`src/rtl/fifo_ctrl_pkg.sv`:
```
// Shared helpers for the FIFO cell-ring controller: one-hot rotation, population count
// and the token reset value. Vectors are passed at TOK_MAXW and trimmed by the caller.
package fifo_ctrl_pkg;

   localparam int TOK_MAXW = 64;
   localparam logic [TOK_MAXW-1:0] TOK_RST = {{(TOK_MAXW-1){1'b0}}, 1'b1};

   // Rotate the low 'depth' bits left by one; bit depth-1 wraps to bit 0.
   function automatic logic [TOK_MAXW-1:0] rotl1(input logic [TOK_MAXW-1:0] vec,
                                                 input int depth);
      logic [TOK_MAXW-1:0] res;
      res = {TOK_MAXW{1'b0}};
      for (int i = 0; i < TOK_MAXW; i++) begin
         res[i] = (i < depth) ? vec[(i == 0) ? (depth - 1) : (i - 1)] : 1'b0;
      end
      return res;
   endfunction

   function automatic logic [7:0] popcount(input logic [TOK_MAXW-1:0] vec);
      logic [7:0] acc;
      acc = 8'd0;
      for (int i = 0; i < TOK_MAXW; i++) begin
         acc = acc + {7'd0, vec[i]};
      end
      return acc;
   endfunction

endpackage

```
`src/rtl/fifo_token_ring.sv`:
```
// One-hot token register that starts on cell 0 and steps one cell round the ring on each adv.
module fifo_token_ring
   import fifo_ctrl_pkg::*;
#(
   parameter int DEPTH = 4
) (
   input  logic             clk,
   input  logic             rst_n,
   input  logic             adv,
   output logic [DEPTH-1:0] tok
);

   logic [DEPTH-1:0]    tok_q;
   logic [DEPTH-1:0]    tok_d;
   logic [TOK_MAXW-1:0] tok_ext_s;

   // Next token: rotated copy when advancing, otherwise hold.
   always_comb begin
      tok_ext_s = {TOK_MAXW{1'b0}};
      tok_ext_s[DEPTH-1:0] = tok_q;
      if (adv) begin
         tok_d = DEPTH'(rotl1(tok_ext_s, DEPTH));
      end else begin
         tok_d = tok_q;
      end
   end

   // Token register.
   always_ff @(posedge clk or negedge rst_n) begin
      if (!rst_n) begin
         tok_q <= TOK_RST[DEPTH-1:0];
      end else begin
         tok_q <= tok_d;
      end
   end

   assign tok = tok_q;

endmodule

```
`src/rtl/fifo_cell_ring_ctrl.sv`:
```
// Validity controller for a ring of DEPTH data cells: accept logic, per-cell strobes,
// occupancy count, threshold flags and sticky request-error flags.
module fifo_cell_ring_ctrl
   import fifo_ctrl_pkg::*;
#(
   parameter int  DEPTH    = 4,
   parameter int  AF_LEVEL = 3,
   parameter int  AE_LEVEL = 1,
   localparam int CW       = $clog2(DEPTH + 1)
) (
   input  logic             clk,
   input  logic             rst_n,
   input  logic             req_put,
   input  logic             req_get,
   output logic             put_ack,
   output logic             get_ack,
   output logic [DEPTH-1:0] we,
   output logic [DEPTH-1:0] re,
   output logic [DEPTH-1:0] ptok,
   output logic [DEPTH-1:0] gtok,
   output logic [DEPTH-1:0] cell_valid,
   output logic             full,
   output logic             empty,
   output logic             almost_full,
   output logic             almost_empty,
   output logic [CW-1:0]    count,
   output logic             put_err,
   output logic             get_err
);

   localparam logic [CW-1:0] DEPTH_C = CW'(DEPTH);
   localparam logic [CW-1:0] AF_C    = CW'(AF_LEVEL);
   localparam logic [CW-1:0] AE_C    = CW'(AE_LEVEL);
   localparam logic [CW-1:0] ONE_C   = CW'(1);

   logic [DEPTH-1:0] cell_valid_q, cell_valid_d;
   logic [CW-1:0]    count_q, count_d;
   logic             full_q, full_d;
   logic             empty_q, empty_d;
   logic             af_q, af_d;
   logic             ae_q, ae_d;
   logic             put_err_q, put_err_d;
   logic             get_err_q, get_err_d;
   logic             put_ack_s, get_ack_s;

   fifo_token_ring #(.DEPTH(DEPTH)) u_put_ring (
      .clk   (clk),
      .rst_n (rst_n),
      .adv   (put_ack_s),
      .tok   (ptok)
   );

   fifo_token_ring #(.DEPTH(DEPTH)) u_get_ring (
      .clk   (clk),
      .rst_n (rst_n),
      .adv   (get_ack_s),
      .tok   (gtok)
   );

   // Acks look only at registered state; rst_n gating drops them while reset is held.
   always_comb begin
      put_ack_s = rst_n & req_put & ~(|(cell_valid_q & ptok));
      get_ack_s = rst_n & req_get & (|(cell_valid_q & gtok));
   end

   // Next state for valid bits, count, flags and sticky errors.
   always_comb begin
      cell_valid_d = (cell_valid_q | (ptok & {DEPTH{put_ack_s}})) & ~(gtok & {DEPTH{get_ack_s}});
      count_d      = count_q;
      if (put_ack_s && !get_ack_s) begin
         count_d = count_q + ONE_C;
      end else if (get_ack_s && !put_ack_s) begin
         count_d = count_q - ONE_C;
      end else begin
         count_d = count_q;
      end
      full_d    = (count_d == DEPTH_C);
      empty_d   = (count_d == {CW{1'b0}});
      af_d      = (count_d >= AF_C);
      ae_d      = (count_d <= AE_C);
      // A request that loses a full/empty collision is a hold, not an error.
      put_err_d = put_err_q | (req_put & full_q & ~req_get);
      get_err_d = get_err_q | (req_get & empty_q & ~req_put);
   end

   // State registers.
   always_ff @(posedge clk or negedge rst_n) begin
      if (!rst_n) begin
         cell_valid_q <= {DEPTH{1'b0}};
         count_q      <= {CW{1'b0}};
         full_q       <= 1'b0;
         empty_q      <= 1'b1;
         af_q         <= 1'b0;
         ae_q         <= 1'b1;
         put_err_q    <= 1'b0;
         get_err_q    <= 1'b0;
      end else begin
         cell_valid_q <= cell_valid_d;
         count_q      <= count_d;
         full_q       <= full_d;
         empty_q      <= empty_d;
         af_q         <= af_d;
         ae_q         <= ae_d;
         put_err_q    <= put_err_d;
         get_err_q    <= get_err_d;
      end
   end

   assign put_ack      = put_ack_s;
   assign get_ack      = get_ack_s;
   assign we           = ptok & {DEPTH{put_ack_s}};
   assign re           = gtok & {DEPTH{get_ack_s}};
   assign cell_valid   = cell_valid_q;
   assign count        = count_q;
   assign full         = full_q;
   assign empty        = empty_q;
   assign almost_full  = af_q;
   assign almost_empty = ae_q;
   assign put_err      = put_err_q;
   assign get_err      = get_err_q;

endmodule
```
`config.mk`:
```
export PLATFORM = sky130hd
export DESIGN_NAME = fifo_cell_ring_ctrl
export DESIGN_NICKNAME = d
export VERILOG_FILES = /design/src/rtl/fifo_ctrl_pkg.sv /design/src/rtl/fifo_token_ring.sv /design/src/rtl/fifo_cell_ring_ctrl.sv
export SDC_FILE = /design/constraint.sdc
export NUM_CORES = 1
export LEC_CHECK = 0
export CAP_MARGIN = 20
export CORE_ASPECT_RATIO = 0.6
export CORE_MARGIN = 2
export CORE_UTILIZATION = 43
export CTS_CLUSTER_DIAMETER = 200
export DETAILED_ROUTE_END_ITERATION = 8
export GPL_TIMING_DRIVEN = 0
export PLACE_DENSITY = 0.78
export SETUP_SLACK_MARGIN = 0.02
export SLEW_MARGIN = 10
export SYNTH_ARGS = -nofsm -noshare
export SYNTH_HDL_FRONTEND = slang
export SYNTH_SLANG_ARGS = --single-unit
```
`constraint.sdc`:
```
create_clock -name clk -period 2.28 [get_ports clk]
set_clock_uncertainty 0.15 [all_clocks]
set_input_delay 0.456 -clock clk [delete_from_list [all_inputs] [get_ports clk]]
set_output_delay 0.456 -clock clk [all_outputs]
set_load 0.01 [all_outputs]
```
==> impl_metrics.env <==
export IMPL_htreeDepth=1
export IMPL_crit_arrival_ns=1.81
export IMPL_synth_fa_ha_area_frac=0.0251
export IMPL_tightestPinTransition_ns=0.547
export IMPL_synth_area_leaders="dfrtp_1, dfstp_2, nor2_1"
export IMPL_finalWirelength_mm=3.04
export IMPL_seq_area_frac_synth=0.533
export IMPL_synth_xor_area_share=0.0251
export IMPL_fillers=149
export IMPL_portBuffers=34
export IMPL_post_route_min_period_ns=2.41
export IMPL_rsz0062_at_grt="yes"
export IMPL_grt_total_usage=0.228
export IMPL_final_area_sq_mm=0.00162
export IMPL_drt_iter0_markers=86
export IMPL_ys_ff_latch=21
export IMPL_overflow=0
export IMPL_slew_viol_final=0
export IMPL_clockRootBuffer="clkbuf_8"
export IMPL_grt_pass1_wl_mm=4.30
export IMPL_power_density_mw_per_mm2=807
export IMPL_endpoint_kind="primary output"
export IMPL_hpwl_mm=1.88
export IMPL_syn_nets=93
export IMPL_fin_util=0.744
export IMPL_place_gp_congestion=0.762
export IMPL_wl_per_cell_um=17.6
export IMPL_synth_top_cell_by_area="dfrtp_1"
export IMPL_finalSetupViolCount=7
export IMPL_drcViolationCount=0
export IMPL_most_common_layout_cells="clkdlybuf4s50_1, dfrtp_1, buf_4"
export IMPL_synth_area_per_cell_sq_um=11.4
export IMPL_layout_drive_gt1_share=0.448
export IMPL_clkLatencyLatePin_ns=0.26
export IMPL_area_delta_synth_final_pct=62.8
export IMPL_via_per_inst=5.36
export IMPL_die_area_sq_mm=0.00273
export IMPL_tns_ns=-0.604
export IMPL_irDropWorstVdd_mv=0.506
export IMPL_synth_top_area_share=0.427
export IMPL_synth_area_sq_um=996
export IMPL_nets=150
export IMPL_synthMuxAreaShare=0
export IMPL_start_kind="register"
export IMPL_fin_crit_sh=1.06
export IMPL_cts_tree="built"
export IMPL_vias=927
export IMPL_die_x_um=66.1
export IMPL_diodes=0
export IMPL_hp_class="input port to async pin"
export IMPL_synth_compound_area_frac=0.207
export IMPL_numClockSinks=21
export IMPL_violations="setup timing"
export IMPL_fp_dieH_um=41.3
export IMPL_grt_max_degree=24
export IMPL_yosysUniqueCellTypes=33
export IMPL_clk_pin_slew_ns=0.08
export IMPL_antenna_found_initial=0
export IMPL_core_area_sq_mm=0.00218
export IMPL_hold_violations=0
export IMPL_dr_pass1_iters=5
export IMPL_required_ns=1.67
export IMPL_place_area_sq_mm=0.00137
export IMPL_cts_buffers=3
export IMPL_fmax_mhz=414
export IMPL_drt_antenna_violating_nets=0
export IMPL_finalWorstSetupSlack_ns=-0.134
export IMPL_fp_row_count=13
export IMPL_synthCells=87
export IMPL_whs_ns=0.0180
export IMPL_slew_headroom=0.634
export IMPL_yosys_warnings=0
export IMPL_max_cap_viol_count=0
export IMPL_p_total_uw=1310
export IMPL_clockBufferDepth=2
export IMPL_grt_pass1_vias=853
export IMPL_synth_top_family_by_area="compound AO/OA/AOI/OAI gates"
export IMPL_leakage_uw=0.000773
export IMPL_worstSetupPathType="register to primary output"
export IMPL_ioPinCount=35
export IMPL_synthSimpleGateAreaFrac=0.178
export IMPL_status="finished with violations"
export IMPL_cp_max_fo=5
export IMPL_layout_commonest_cell="clkdlybuf4s50_1"
export IMPL_start_util=0.457
==> power by group <==
part,internal [uW],switching (uW)
Combinational,275,257
Sequential,457,70.4
Clock,125,124
Total,857,451
==> per-stage QoR <==
step / setup slack (ns) / cells
2_1_floorplan: 0.228 / 87
3_3_place_gp: -1.49 / 151
3_5_place_dp: -1.58 / 151
4_1_cts: -0.0611 / 168
5_1_grt: -0.180 / 173
6_report: -0.134 / 173
==> routing by layer <==
| layer | routed length [um] | GRT usage | vias up |
|---|---|---|---|
| li1 | - | - | 426 |
| met4 | 28 | 0.0306 | 0 |
| met5 | 0 | 0 | - |
| met2 | 1440 | 0.385 | 37 |
| met1 | 1370 | 0.305 | 460 |
| met3 | 199 | 0.0687 | 4 |
==> registers in the layout, indices dropped and copies added (netlist names) <==
| signal | flops |
|---|---|
| cell_valid | 4 |
| u_get_ring.tok | 4 |
| u_put_ring.tok | 4 |
| count | 3 |
| almost_empty | 1 |
| almost_full | 1 |
| empty | 1 |
| full | 1 |
| get_err | 1 |
| put_err | 1 |
==> critical path: stages, from the launching register on <==
cell,delay [ns]
dfrtp_1,0.42
a222oi_1,0.48
nand4_2,0.19
clkinv_2,0.10
buf_6,0.12
and2_4,0.16
buf_6,0.10
==> cell usage after synthesis (all sizes together) <==
library cell	instances
a21o	8
a21oi	4
a222oi	1
a22o	2
a311oi	1
a31oi	1
and2	8
and3	2
buf	1
clkinv	1
dfrtp	17
dfstp	4
ha	2
inv	3
nand2	4
nand3	1
nand4	1
nor2	10
nor3	3
nor4	2
o211ai	2
o21a	1
o21ai	2
o21bai	2
o32ai	1
or3	1
xnor2	2
==> timing repair <==
item	CTS	global route
resized for setup	58	10
hold buffers	0	0
gates cloned	1	0
pin swaps	7	8
endpoints found under the setup margin	29	14
setup buffers	14	6
==> layout make-up <==
class / instances / area [sq um] / area share
plain buffers: 1 / 11.3 / 0.00694
clock buffers: 4 / 45.0 / 0.0278
inverters: 4 / 21.3 / 0.0131
multi-input cells: 61 / 513 / 0.316
flip-flops and latches: 21 / 531 / 0.327
well taps: 30 / 37.5 / 0.0231
repair buffers: 52 / 463 / 0.285
==> path summary, 6_finish.rpt <==
kind                               startpoint  depth (start not counted)           end  slack, ns
worst max-delay path            cell_valid[0]                          6         we[0]      -0.13
worst min-delay path                    rst_n                          1      count[2]       0.02
worst max register to register  cell_valid[0]                          7  almost_empty      -0.01
worst min register to register        get_err                          1       get_err       0.35
max in group asynchronous               rst_n                          1  almost_empty       1.59
min in group clk                      get_err                          1       get_err       0.35
==> kinds of logic (layout without fill, tap and decap cells) <==
family | after synthesis | after routing
DFF | 21 | 21
buffers and inverters | 5 | 61
xor gates and xnor gates | 2 | 2
AOI/OAI and AO/OA | 25 | 25
and+or+nand+nor | 32 | 32
adders and majority gates | 2 | 2
(Power assumes the default switching activity.)
